--- config.mk ---
export PLATFORM = sky130hd
export DESIGN_NAME = batcharger_ctrl
export DESIGN_NICKNAME = d
export VERILOG_FILES = /design/src/rtl/batcharger_pkg.sv /design/src/rtl/batcharger_cv_timer.sv /design/src/rtl/batcharger_ctrl.sv
export SDC_FILE = /design/constraint.sdc
export NUM_CORES = 1
export LEC_CHECK = 0
export CAP_MARGIN = 10
export CORE_UTILIZATION = 30
export CTS_BUF_LIST = sky130_fd_sc_hd__clkbuf_4 sky130_fd_sc_hd__clkbuf_8 sky130_fd_sc_hd__clkbuf_16
export DETAILED_ROUTE_END_ITERATION = 6
export GPL_TIMING_DRIVEN = 0
export SYNTH_ARGS = -nofsm -noshare
export SYNTH_HDL_FRONTEND = slang
export SYNTH_SLANG_ARGS = --single-unit
--- constraint.sdc ---
create_clock -name clk -period 3.7 [get_ports clk]
set_input_delay 0.74 -clock clk [delete_from_list [all_inputs] [get_ports clk]]
set_output_delay 0.74 -clock clk [all_outputs]
set_load 0.01 [all_outputs]
--- src/rtl/batcharger_pkg.sv ---
// Shared types, default thresholds and current arithmetic for the Li-Po charge-mode controller.
package batcharger_pkg;

    typedef enum logic [2:0] {
        StIdle = 3'd0,
        StTc   = 3'd1,
        StCc   = 3'd2,
        StCv   = 3'd3,
        StDone = 3'd4
    } chg_state_e;

    localparam logic [7:0]  VPRESET_DEF  = 8'd153;
    localparam logic [7:0]  VFLOAT_DEF   = 8'd214;
    localparam logic [7:0]  VRECH_DEF    = 8'd209;
    localparam logic [7:0]  TEMP_MIN_DEF = 8'd40;
    localparam logic [7:0]  TEMP_MAX_DEF = 8'd200;
    localparam logic [7:0]  ICC_UNIT_DEF = 8'd12;
    localparam logic [23:0] CV_TMAX_DEF  = 24'd10_000_000;

    // 4x8-bit product always fits in 12 bits; clamp to the 8-bit DAC range.
    function automatic logic [7:0] icc_sat(input logic [3:0] sel, input logic [7:0] unit);
        logic [11:0] prod;
        prod = 12'(sel) * 12'(unit);
        return (prod > 12'd255) ? 8'hFF : prod[7:0];
    endfunction

endpackage

--- src/rtl/batcharger_cv_timer.sv ---
// CV dwell counter: runs while the controller sits in CV and flags the terminal count.
module batcharger_cv_timer #(
    parameter logic [23:0] CV_TMAX = 24'd10_000_000
) (
    input  logic clk,
    input  logic rstz,
    input  logic run,
    output logic hit
);

    logic [23:0] count_q;

    always_ff @(posedge clk or negedge rstz) begin
        if (!rstz) begin
            count_q <= '0;
        end else if (run) begin
            count_q <= count_q + 24'd1;
        end else begin
            count_q <= '0;
        end
    end

    assign hit = run && (count_q == CV_TMAX - 24'd1);

endmodule

--- src/rtl/batcharger_ctrl.sv ---
// Charge-mode sequencer (IDLE/TC/CC/CV/DONE) driving mode flags and DAC codes.
// Optional CV timeout guarded by BATCHARGER_CV_TIMEOUT_EN.
module batcharger_ctrl
    import batcharger_pkg::*;
#(
    parameter logic [7:0]  VPRESET  = VPRESET_DEF,
    parameter logic [7:0]  VFLOAT   = VFLOAT_DEF,
    parameter logic [7:0]  VRECH    = VRECH_DEF,
    parameter logic [7:0]  TEMP_MIN = TEMP_MIN_DEF,
    parameter logic [7:0]  TEMP_MAX = TEMP_MAX_DEF,
    parameter logic [7:0]  ICC_UNIT = ICC_UNIT_DEF,
    parameter logic [23:0] CV_TMAX  = CV_TMAX_DEF
) (
    input  logic       clk,
    input  logic       rstz,
    input  logic       en,
    input  logic [3:0] sel,
    input  logic       adc_valid,
    input  logic [7:0] vbat,
    input  logic [7:0] ibat,
    input  logic [7:0] vtbat,
    output logic       tc,
    output logic       cc,
    output logic       cv,
    output logic       done,
    output logic [7:0] imc,
    output logic [7:0] vmc,
    output logic       timeout
);

    chg_state_e state_q, state_d;
    logic [3:0] sel_q, sel_d;
    logic       temp_ok;
    logic       tmo_hit;
    logic [7:0] iend;
    logic [7:0] icc_nxt, itc_nxt;
    logic [7:0] imc_d, vmc_d;
    logic       timeout_d;

    assign temp_ok = (vtbat >= TEMP_MIN) && (vtbat <= TEMP_MAX);
    assign iend    = icc_sat(sel_q, ICC_UNIT) >> 4;

`ifdef BATCHARGER_CV_TIMEOUT_EN
    batcharger_cv_timer #(
        .CV_TMAX (CV_TMAX)
    ) u_cv_timer (
        .clk  (clk),
        .rstz (rstz),
        .run  (state_q == StCv),
        .hit  (tmo_hit)
    );

    always_comb begin
        timeout_d = timeout;
        if (state_d == StIdle) begin
            timeout_d = 1'b0;
        end else if (tmo_hit) begin
            timeout_d = 1'b1;
        end
    end
`else
    logic unused_cfg;
    assign unused_cfg = ^CV_TMAX;
    assign tmo_hit    = 1'b0;
    assign timeout_d  = 1'b0;
`endif

    always_comb begin
        state_d = state_q;
        sel_d   = sel_q;
        if (!en) begin
            state_d = StIdle;
        end else if (adc_valid && (state_q != StIdle) && !temp_ok) begin
            state_d = StIdle;
        end else if (tmo_hit) begin
            state_d = StDone;
        end else if (adc_valid) begin
            unique case (state_q)
                StIdle: begin
                    if (temp_ok && (sel != 4'd0)) begin
                        sel_d = sel;
                        if (vbat < VPRESET) begin
                            state_d = StTc;
                        end else if (vbat < VFLOAT) begin
                            state_d = StCc;
                        end else begin
                            state_d = StDone;
                        end
                    end
                end
                StTc: if (vbat >= VPRESET) state_d = StCc;
                StCc: if (vbat >= VFLOAT) state_d = StCv;
                StCv: if (ibat <= iend) state_d = StDone;
                StDone: begin
                    if (vbat < VPRESET) begin
                        state_d = StTc;
                    end else if (vbat < VRECH) begin
                        state_d = StCc;
                    end
                end
                default: state_d = StIdle;
            endcase
        end
    end

    // DAC codes follow the state being entered, using the sel latched on this edge.
    always_comb begin
        icc_nxt = icc_sat(sel_d, ICC_UNIT);
        itc_nxt = icc_nxt >> 3;
        if (itc_nxt == 8'd0) begin
            itc_nxt = 8'd1;
        end
        imc_d = 8'd0;
        vmc_d = 8'd0;
        unique case (state_d)
            StTc: begin
                imc_d = itc_nxt;
                vmc_d = VFLOAT;
            end
            StCc, StCv: begin
                imc_d = icc_nxt;
                vmc_d = VFLOAT;
            end
            default: begin
                imc_d = 8'd0;
                vmc_d = 8'd0;
            end
        endcase
    end

    always_ff @(posedge clk or negedge rstz) begin
        if (!rstz) begin
            state_q <= StIdle;
            sel_q   <= 4'd0;
            tc      <= 1'b0;
            cc      <= 1'b0;
            cv      <= 1'b0;
            done    <= 1'b0;
            imc     <= 8'd0;
            vmc     <= 8'd0;
            timeout <= 1'b0;
        end else begin
            state_q <= state_d;
            sel_q   <= sel_d;
            tc      <= (state_d == StTc);
            cc      <= (state_d == StCc);
            cv      <= (state_d == StCv);
            done    <= (state_d == StDone);
            imc     <= imc_d;
            vmc     <= vmc_d;
            timeout <= timeout_d;
        end
    end

endmodule
==> results.md, run 1 <==
* CTS max path bufs at 2
* Count of input and output buffers at 48
* Clk network pwr share at between 10% and 20%
* Die outline width at 70.9 um
* Vias in the first global route at 1,264
* Async set-or-reset flop fraction in the synthesized netlist at 100%
* Later-pin clock latency in the skew report at 250 ps
* Final global-route overflow total at 0
* Total clock buffers created by CTS at 3
* Switching part of the total power at 37.1%
* Finished layout cell area at ~2000 sq um
* Hold-critical path depth at 1
* Proportion of power drawn by combinational gates at a little under three fifths
* Unrepaired setup endpoints after global routing: no
* I/O pin count at 53
* Classification of the worst setup path: in -> reg
* Die Area at 5020 sq um
* Via count at 1,216
* Internal cell power at between 0.0005 and 0.0006 W
* Count of unresolved DRC violations after routing at 0
* Cell Area, Synth at about 1400 sq um
* Post-route clock period utilization at 94.0%
* Number of enable flip-flop cells after synthesis at 0
* Crit path launch type: input pin
* Number of max-cap violations at 0
* Setup violators final at 0
* Area overhead of the layout relative to synthesis at 42.6%
* Setup slack of the most critical reg-to-reg path at 570 ps
* Reg clk slew, reported paths at 60 ps
* Post-Syn Instances at 142
* Worst R2R Start: sel_q[1]$_DFF_PN0_
* Number of inserted diodes at 0
* Total routing resource utilization after global routing at ~14%
* Antenna violations before repair at 0
* DP Area at 1980 sq um
* Per-cell via count in the routed design at between 4 and 5
* End point of the most critical hold path: sel_q[0]$_DFF_PN0_
* Layout Nets at 243
* Portion of synthesized cell area occupied by the leading cell type at 35.2%
* Initial drt markers at 27
* Synth area leader: sky130_fd_sc_hd__dfrtp_1
* Type of element capturing the critical path: flop
* Post-CTS Setup Bufs at 0
* Ratio of cells with drive above 1 in the final layout at 14.8%
* Routed wire length per instance at 12.7 um
* Number of filler instances in the final layout at 414
* Final Total Pwr at 0.000941 W
* Areal power density over the cells at between 400 and 500 nW/um^2
* Startpoint of the worst hold path: sel_q[0]$_DFF_PN0_
* Level count of the clock H-tree at 1
* HPWL reported at the end of detailed placement at ~2600 um
* Slew Viols, Final at 0
* Sequential cell area fraction in the yosys report at 35.2%
* Relative slew slack at 41.7%
* Largest fanout on the critical path at 4
* Initial Utilization at 32.0%
* Setup Skew at 1.32 ps
* Cells on worst reg2reg path at 12
* Min Clock Period, post-route at 3480 ps
* Smallest hold slack at approximately 560 ps
* Worst IR Drop VDD at 166 uV
* Post-route insts no fill at 248
* Reg-to-reg endpoint: imc[3]$_DFF_PN0_
* Synth Warn # at 0
* Synth top area cells: sky130_fd_sc_hd__dfrtp_1, sky130_fd_sc_hd__ha_1, sky130_fd_sc_hd__buf_4, sky130_fd_sc_hd__nor2_1, sky130_fd_sc_hd__a21oi_1
* Count of different cell masters after synthesis at 47
* Clock sinks at 20
* Arrival time worst endpoint at between 3000 and 4000 ps
* Count of antenna-violating nets left after detailed routing at 0
* Synthesized area per cell at between 10 and 15 sq um
* Largest net degree at the start of global routing at 21
* Slew @ Worst Pin at roughly 870 ps
* Top-count cell post-synth: sky130_fd_sc_hd__dfrtp_1
* Cell at the root of the clock tree: sky130_fd_sc_hd__clkbuf_8
* Status: finished clean
* Die span in y at 70.9 um
* Core Region at 4440 sq um
* Critical path data required time at 3880 ps
* Global-route wire length before repair at 5610 um
* Leakage dissipation at ~0.9 nW
* Dominant synthesized flop cell: sky130_fd_sc_hd__dfrtp_1
* Seq cells post-synth at 20
* Drt first pass iters at 6
* Number of cells after detailed placement at 245
* Switching component of the power at 0.000350 W
* Overall routed net length at 3160 um
* Fraction of power consumed by sequential logic at about 30%
* Routability congestion estimate at just over 0.8
* TritonCTS clock tree: done
* Number of rows created at floorplan at 24
* Highest Clock Rate at 0.287 GHz
* Min-delay worst type: reg -> reg
* Most numerous cell types in the synthesized netlist: sky130_fd_sc_hd__dfrtp_1, sky130_fd_sc_hd__ha_1, sky130_fd_sc_hd__nor2_1
* Final hold viol count at 0
power by group through the flow:
stage               registers, W  clock network (W)  logic (W)
global route            0.000289           0.000148   0.000586
global placement        0.000286                  0   0.000491
CTS                     0.000283           0.000140   0.000517
finish                  0.000282           0.000135   0.000524
detailed placement      0.000287                  0   0.000514
floorplan               0.000295                  0   0.000326
per-layer routing:
layer,wire [um],global-route usage [%]
met4,14,2.89
met2,1590,25.7
met1,1410,16.2
met5,0,0
met3,142,2.99
flip-flops by register name (all words and copies together) (netlist names):
signal   flops
cc           1
cv           1
done         1
imc          8
sel_q        4
state_q      3
tc           1
vmc          1
layout make-up:
cell class	count	area, sq um	share of cell area (%)
Multi-Input combinational cell	106	840	41.4
Inverter	8	30.0	1.48
Clock buffer	3	41.3	2.04
Timing Repair Buffer	48	480	23.7
Buffer	11	71.3	3.52
Sequential cell	20	500	24.7
Tap cell	52	65.1	3.21
cell usage in the layout (no fill, tap or decap), drive strengths merged, types with 2 or more instances in the layout:
| master | instances |
|---|---|
| clkdlybuf4s50 | 48 |
| dfrtp | 20 |
| nor2 | 11 |
| ha | 11 |
| o21ai | 9 |
| a21oi | 8 |
| buf | 8 |
| inv | 8 |
| clkbuf | 6 |
| nand2 | 5 |
| o211ai | 4 |
| conb | 4 |
| nor4 | 4 |
| mux2 | 4 |
| and2 | 3 |
| xor2 | 3 |
| nand2b | 3 |
| nand3 | 3 |
| nor2b | 3 |
| o22ai | 3 |
| nand3b | 3 |
| a31oi | 2 |
| nor3b | 2 |
| nor3 | 2 |
| fa | 2 |
| nand4b | 2 |
| o221ai | 2 |
| xnor2 | 2 |
worst max-delay path by stage:
stage               startpoint                to  slack, ps  depth (start not counted)
floorplan             vtbat[5]  imc[0]$_DFF_PN0_        600                          9
global placement      vtbat[5]  imc[0]$_DFF_PN0_        -60                         10
detailed placement    vtbat[5]  imc[0]$_DFF_PN0_        -70                         10
CTS                   vtbat[5]  imc[0]$_DFF_PN0_        180                         10
global route          vtbat[5]  imc[0]$_DFF_PN0_         90                         10
finish                vtbat[5]  imc[0]$_DFF_PN0_        220                         10
timing repair:
| action | in CTS | in global routing |
|---|---|---|
| hold buffers | 0 | 0 |
| gates resized for setup | 0 | 1 |
| endpoints found under the setup margin | 0 | 1 |
kinds of logic (layout without fill, tap and decap cells):
logic type,Yosys count,after routing,share of synthesized area (%)
AO/OA/AOI/OAI,35,35,18.2
XOR/XNOR,5,5,3.08
adder cells (fa/ha/maj),13,13,12.5
buffers and inverters,19,70,7.12
flip-flops,20,20,35.2
multiplexers,4,4,3.43
other,1,4,0.264
AND/OR/NAND/NOR,45,45,20.2
critical path: stages:
cell and delay (ps):
sky130_fd_sc_hd__clkdlybuf4s50_1 440, sky130_fd_sc_hd__or4_4 560, sky130_fd_sc_hd__o21ai_4 200, sky130_fd_sc_hd__nand4b_4 150
sky130_fd_sc_hd__mux2_2 350, sky130_fd_sc_hd__ha_1 240, sky130_fd_sc_hd__fa_1 430, sky130_fd_sc_hd__a21oi_1 300
sky130_fd_sc_hd__a41oi_2 150, sky130_fd_sc_hd__nor2_1 100
metrics by stage:
step	setup TNS [ps]	setup WS, ps	utilization [%]
global placement	-56.7	-56.7	44.5
finish	0	221	45.6
detailed placement	-72.6	-72.6	44.5
floorplan	0	597	-
global route	0	85.5	45.6
CTS	0	178	45.5
Power figures use the tool's default switching activity.
==> run 2: changes to the inputs <==
- CORE_MARGIN: unset -> 1
- clock period: 3.7 -> 2.95 ns (I/O delays scaled with it)
==> results.md, run 2 (same netlist as run 1, synthesis figures left out) <==
* Status: finished, violations left
* Violations in the final reports: design-rule violations, negative setup slack
* Via count at roughly 1.3k
* Number of max-cap violations at 0
* Die Area at 5020 sq um
* Highest-delay cell along the critical path: sky130_fd_sc_hd__fa_2
* Per-cell via count in the routed design at roughly 5
* Type of element capturing the critical path: flop
* Worst path most repeated cell: sky130_fd_sc_hd__nor4_2
* Slew @ Worst Pin at 878 ps
* Crit path launch type: input pin
* CTS max path bufs at 2
* Number of rows created at floorplan at 24
* Area overhead of the layout relative to synthesis at 59.8%
* Count of input and output buffers at 48
* Routability congestion estimate at a little over 0.8
* Relative slew slack at 41.3%
* Layout Nets at 252
* Largest net degree at the start of global routing at 21
* Die span in y at 70.9 um
* Slew Viols, Final at 0
* Cell at the root of the clock tree: sky130_fd_sc_hd__clkbuf_8
* Overall routed net length at 3590 um
* Count of unresolved DRC violations after routing at 8
* TritonCTS clock tree: done
* Level count of the clock H-tree at 1
* DP Area at 1990 sq um
* Initial drt markers at 43
* Commonest cells after routing, fill and taps aside: sky130_fd_sc_hd__clkdlybuf4s50_1, sky130_fd_sc_hd__dfrtp_1, sky130_fd_sc_hd__buf_4
* Number of flip-flops in the largest register at 8
* Post-route clock period utilization at 101%
* Number of filler instances in the final layout at 407
* Core Region at 4440 sq um
* Maximum single-stage delay on the critical path at 520 ps
* Min-delay worst type: reg -> reg
* Total routing resource utilization after global routing at between 10% and 20%
* I/O pin count at 53
* Area taken by multi-input logic gates at 986 sq um
* Largest register by flop count: imc
* Classification of the worst setup path: in -> reg
* Die outline width at 70.9 um
* Finished layout cell area at 2270 sq um
* Final hold viol count at 0
* Clock sinks at 20
* Highest Clock Rate at 0.335 GHz
* Arrival time worst endpoint at 3130 ps
* Min Clock Period, post-route at 2980 ps
* Total clock buffers created by CTS at 3
* Setup slack of the most critical reg-to-reg path at -10 ps
* Critical path's top delay family: adder cells
* Global-route wire length before repair at 5930 um
* PnR worst setup slack at -33.7 ps
* Areal power density over the cells at a little under 700 nW/um^2
* Unrepaired setup endpoints after global routing: yes
* Number of inserted diodes at 0
* Vias in the first global route at roughly 1.4k
* Worst IR Drop VDD at 291 uV
* Worst path bufs/invs at 3
* Later-pin clock latency in the skew report at 250 ps
* Critical path cell sequence: clkdlybuf4s50_1 > nor4_2 > nor4_2 > buf_4 > nand4b_4 > mux2_2 > ha_4 > fa_2 > inv_1 > a41oi_2 > nor2_2
* Critical path data required time at 3100 ps
* Setup violators final at 7
* Leading cell type in the layout, fill and taps excluded: sky130_fd_sc_hd__clkdlybuf4s50_1
* Antenna violations before repair at 0
* Sequential cell area at 503 sq um
* Ratio of cells with drive above 1 in the final layout at 28.2%
* Leakage dissipation at between 0.9 and 1 nW
* Setup Skew at 2.18 ps
* Count of antenna-violating nets left after detailed routing at 0
* Largest registers: imc (8), sel_q (4), state_q (3)
* Reg clk slew, reported paths at 70 ps
* Routed wire length per instance at 13.9 um
* Initial Utilization at 32.0%
* Largest fanout on the critical path at 4
* HPWL reported at the end of detailed placement at approximately 2700 um
* Final global-route overflow total at 0
* Total Negative Setup Slacks at -139 ps
* Drt first pass iters at 6
* Final Total Pwr at roughly 0.0015 W
## run 2: cell types whose count changed in the layout (fill, tap and decap cells not counted), moves of 3 or more
cell                              previous run  this run
sky130_fd_sc_hd__buf_4                       8        16
sky130_fd_sc_hd__clkdlybuf4s50_1            48        44
sky130_fd_sc_hd__dlygate4sd2_1               0         4
sky130_fd_sc_hd__ha_1                       11         8
sky130_fd_sc_hd__ha_4                        0         3
## run 2: area by class of cell
type	instances	area share, %
inverters	8	1.32
multi-input cells	106	43.4
well taps	52	2.86
repair buffers	57	24.1
clock buffers	3	1.82
plain buffers	11	3.14
clock inverters	1	1.32
flip-flops and latches	20	22.1
## run 2: routing by layer
layer	up-vias	wire (um)	global-route usage [%]
met3	2	127	1.14
met5	-	0	0
li1	633	-	-
met2	28	1970	29.1
met1	646	1470	16.2
met4	0	14	3.78
## run 2: worst paths after layout
| check | from | endpoint | depth (start not counted) |
|---|---|---|---|
| worst min register to register | sel_q[0]$_DFF_PN0_ | sel_q[0]$_DFF_PN0_ | 1 |
| worst max-delay path | sel[2] | imc[0]$_DFF_PN0_ | 11 |
| worst min-delay path | sel_q[0]$_DFF_PN0_ | sel_q[0]$_DFF_PN0_ | 1 |
| worst max register to register | sel_q[1]$_DFF_PN0_ | imc[4]$_DFF_PN0_ | 11 |
| max in group asynchronous | rstz | sel_q[1]$_DFF_PN0_ | 1 |
| min in group asynchronous | rstz | imc[3]$_DFF_PN0_ | 1 |
## run 2: metrics by stage
stage                     instances  util [%]  hold WS, ps  worst slack [ps]
after global routing            258      51.2          642              -206
final                           258      51.2          598             -33.7
after detailed placement        245      44.7          544              -644
after global placement          245      44.7          542              -587
after CTS                       256      49.7          589              7.58
after floorplan                 145         -          294              2.95
## run 2: where the power goes
part           internal, W  switching (W)
clock             0.000181      0.0000901
sequential        0.000325      0.0000326
combinational     0.000480       0.000419
total             0.000986       0.000542
## run 2: repair_timing
action	4_1_cts	5_1_grt
endpoints found under the setup margin	12	13
buffers inserted	7	2
hold buffers	0	0
resized for setup	20	12
pin swaps	9	11
hold endpoints to repair	0	0
==> patch, RTL diff (flow settings as in run 2) <==
Add a define of `BATCHARGER_CV_TIMEOUT_EN`.
--- a/src/rtl/batcharger_ctrl.sv
+++ b/src/rtl/batcharger_ctrl.sv
@@ -1,5 +1,7 @@
 // Charge-mode sequencer (IDLE/TC/CC/CV/DONE) driving mode flags and DAC codes.
 // Optional CV timeout guarded by BATCHARGER_CV_TIMEOUT_EN.
+`define BATCHARGER_CV_TIMEOUT_EN
+
 module batcharger_ctrl
     import batcharger_pkg::*;
 #(
Behaviour: no difference found for any inputs over 10 cycles, from zero or initial values and one cycle with rstz low; that may be too few to reach the edited logic, so the function may still have changed.
==> patch against run 2 <==
- the flow finishes with violations (negative setup slack)
- setup slack worse by 0.76 ns
- register-to-register slack got worse by 0.72 ns
- sequential cell count is 25 higher
- wire length rose by 74%
- sequential share of layout area increased by 7.3 points
- area after synthesis up 87%
- critical path depth grew 2
- power rose by 50%
- core utilization decreased by 5.4 points
- design area increased by 69%
- fmax fell by 20%
- non-clock buffer count up 19
- clock power up 48%
- critical endpoint unchanged
- largest power group unchanged
==> patch: results (changes against run 2) <==
Power
  – Static Leak: 0.00161 uW (+63%)
  – P_int: 1490 uW (+51%)
  – Worst VDD drop: 0.403 mV (+38%)

Logic synthesis
  – Netlist cell types: 61 (+30%)
  – Complex-gate fraction of the synthesized area: 12.7% (-5.6 points)
  – Synth area leaders: dfrtp_1 42%, nor2_1 6.6%, ha_1 5.6%, xor2_1 5.3%, nand3_1 3.2%
  – Cell count after synthesis: 275 (+94%)
  – Post-synthesis mux area share: 1.41% (-2.0 points)
  – Adder-cell share of the synthesized area: 7.15% (-5.3 points)
  – Top post-synthesis cells by count: 47 x nor2_1, 45 x dfrtp_1, 17 x nand3_1, 16 x xor2_1, 15 x nand2_1

Clock network
  – Worst skew pair latency: 0.30 ns (+0.05 ns)
  – Clock H-tree levels: 2 (+1)

Worst setup path
  – Worst r2r dst: imc[0]
  – Critical Path Slowest Stage Cell: or4_4
  – R2r setup slk: -0.73 ns (-0.72 ns)
  – Worst path arrival time: 3.97 ns (+0.84 ns)
  – R2r worst-path depth: 12 (+1)
  – Crit path max-delay family: simple AND/OR/NAND/NOR gates

Placed design
  – Dpl cells: 432 (+76%)
  – Placer Congestion: 0.796 (-4.0%)
  – Final HPWL DP: 4300 um (+59%)
  – IO Port Bufs: 49 (+2.1%)

STA
  – Final setup violation count: 7 (unchanged)
  – Slew headroom: 62.3% (+21 points)
  – Setup_tns: -1.65 ns (-1.51 ns)
  – PnR worst setup slack: -0.797 ns (-0.763 ns)

Cells and area
  – Share of cells above drive strength 1: 28.8% (+0.62 points)
  – Finished Layout Cells: 463 (+79%)
  – Biggest regs: u_cv_timer.count_q: 24 flops, imc: 8 flops, sel_q: 4 flops
  – Layout fillers: 809 (+99%)

Worst hold path
  – Type of the tightest min-delay check: in2async

GRT
  – All-layer global routing usage: 14.5% (+0.035 points)
  – GR Util met1: 19.1% (+2.9 points)
  – GR Util met2: 24.5% (-4.5 points)
  – Pin count of the biggest net entering global routing: 32 (+52%)
  – First-pass GRT wire length: 10400 um (+76%)

Run status
  – Failing checks: negative setup slack
  – Run status: complete, but fails checks

Detailed routing
  – Met3 routed WL: 196 um (+54%)
  – Initial drt markers: 45 (+4.7%)
patch: layout make-up:
cell class / count / area (um^2) / share of cell area [%]
repair buffers: 76 / 698 / 18.2
flip-flops and latches: 45 / 1130 / 29.4
clock buffers: 7 / 90.1 / 2.35
well taps: 105 / 131 / 3.42
plain buffers: 11 / 82.6 / 2.15
inverters: 11 / 43.8 / 1.14
multi-input cells: 208 / 1660 / 43.3
patch: repair_timing:
item                       in CTS  in global routing
resized for setup              51                 27
buffers inserted               19                  7
pin swaps                      20                 11
setup endpoints to repair      15                 13
hold buffers                    0                  0
patch: how the worst min path moves through the flow:
stage | startpoint | to | slack (ns) | cells after the start
floorplan | rstz | cc | 0.29 | 0
global placement | u_cv_timer.count_q[0] | u_cv_timer.count_q[0] | 0.48 | 1
detailed placement | u_cv_timer.count_q[0] | u_cv_timer.count_q[0] | 0.49 | 1
CTS | rstz | u_cv_timer.count_q[8] | 0.20 | 1
global route | rstz | u_cv_timer.count_q[8] | 0.20 | 1
finish | rstz | u_cv_timer.count_q[8] | 0.19 | 1
patch: stage by stage:
step	cell area, um^2	hold WS, ns	total power [uW]
after detailed placement	3330	0.490	1500
after floorplan	2690	0.294	1240
after CTS	3680	0.197	2120
after global placement	3320	0.482	1470
after global routing	3840	0.201	2440
final	3840	0.189	2290
patch: power groups by stage:
stage | sequential [uW] | combinational, uW | clock [uW]
floorplan | 724 | 517 | 0
global placement | 717 | 757 | 0
detailed placement | 717 | 779 | 0
CTS | 709 | 1000 | 412
global route | 720 | 1290 | 436
finish | 713 | 1180 | 401
patch: logic make-up after synthesis:
family | after synthesis
adders and majority gates | 14
muxes | 3
buffers and inverters | 24
AOI/OAI and AO/OA | 45
DFF | 45
other | 1
xor gates and xnor gates | 25
and+or+nand+nor | 118
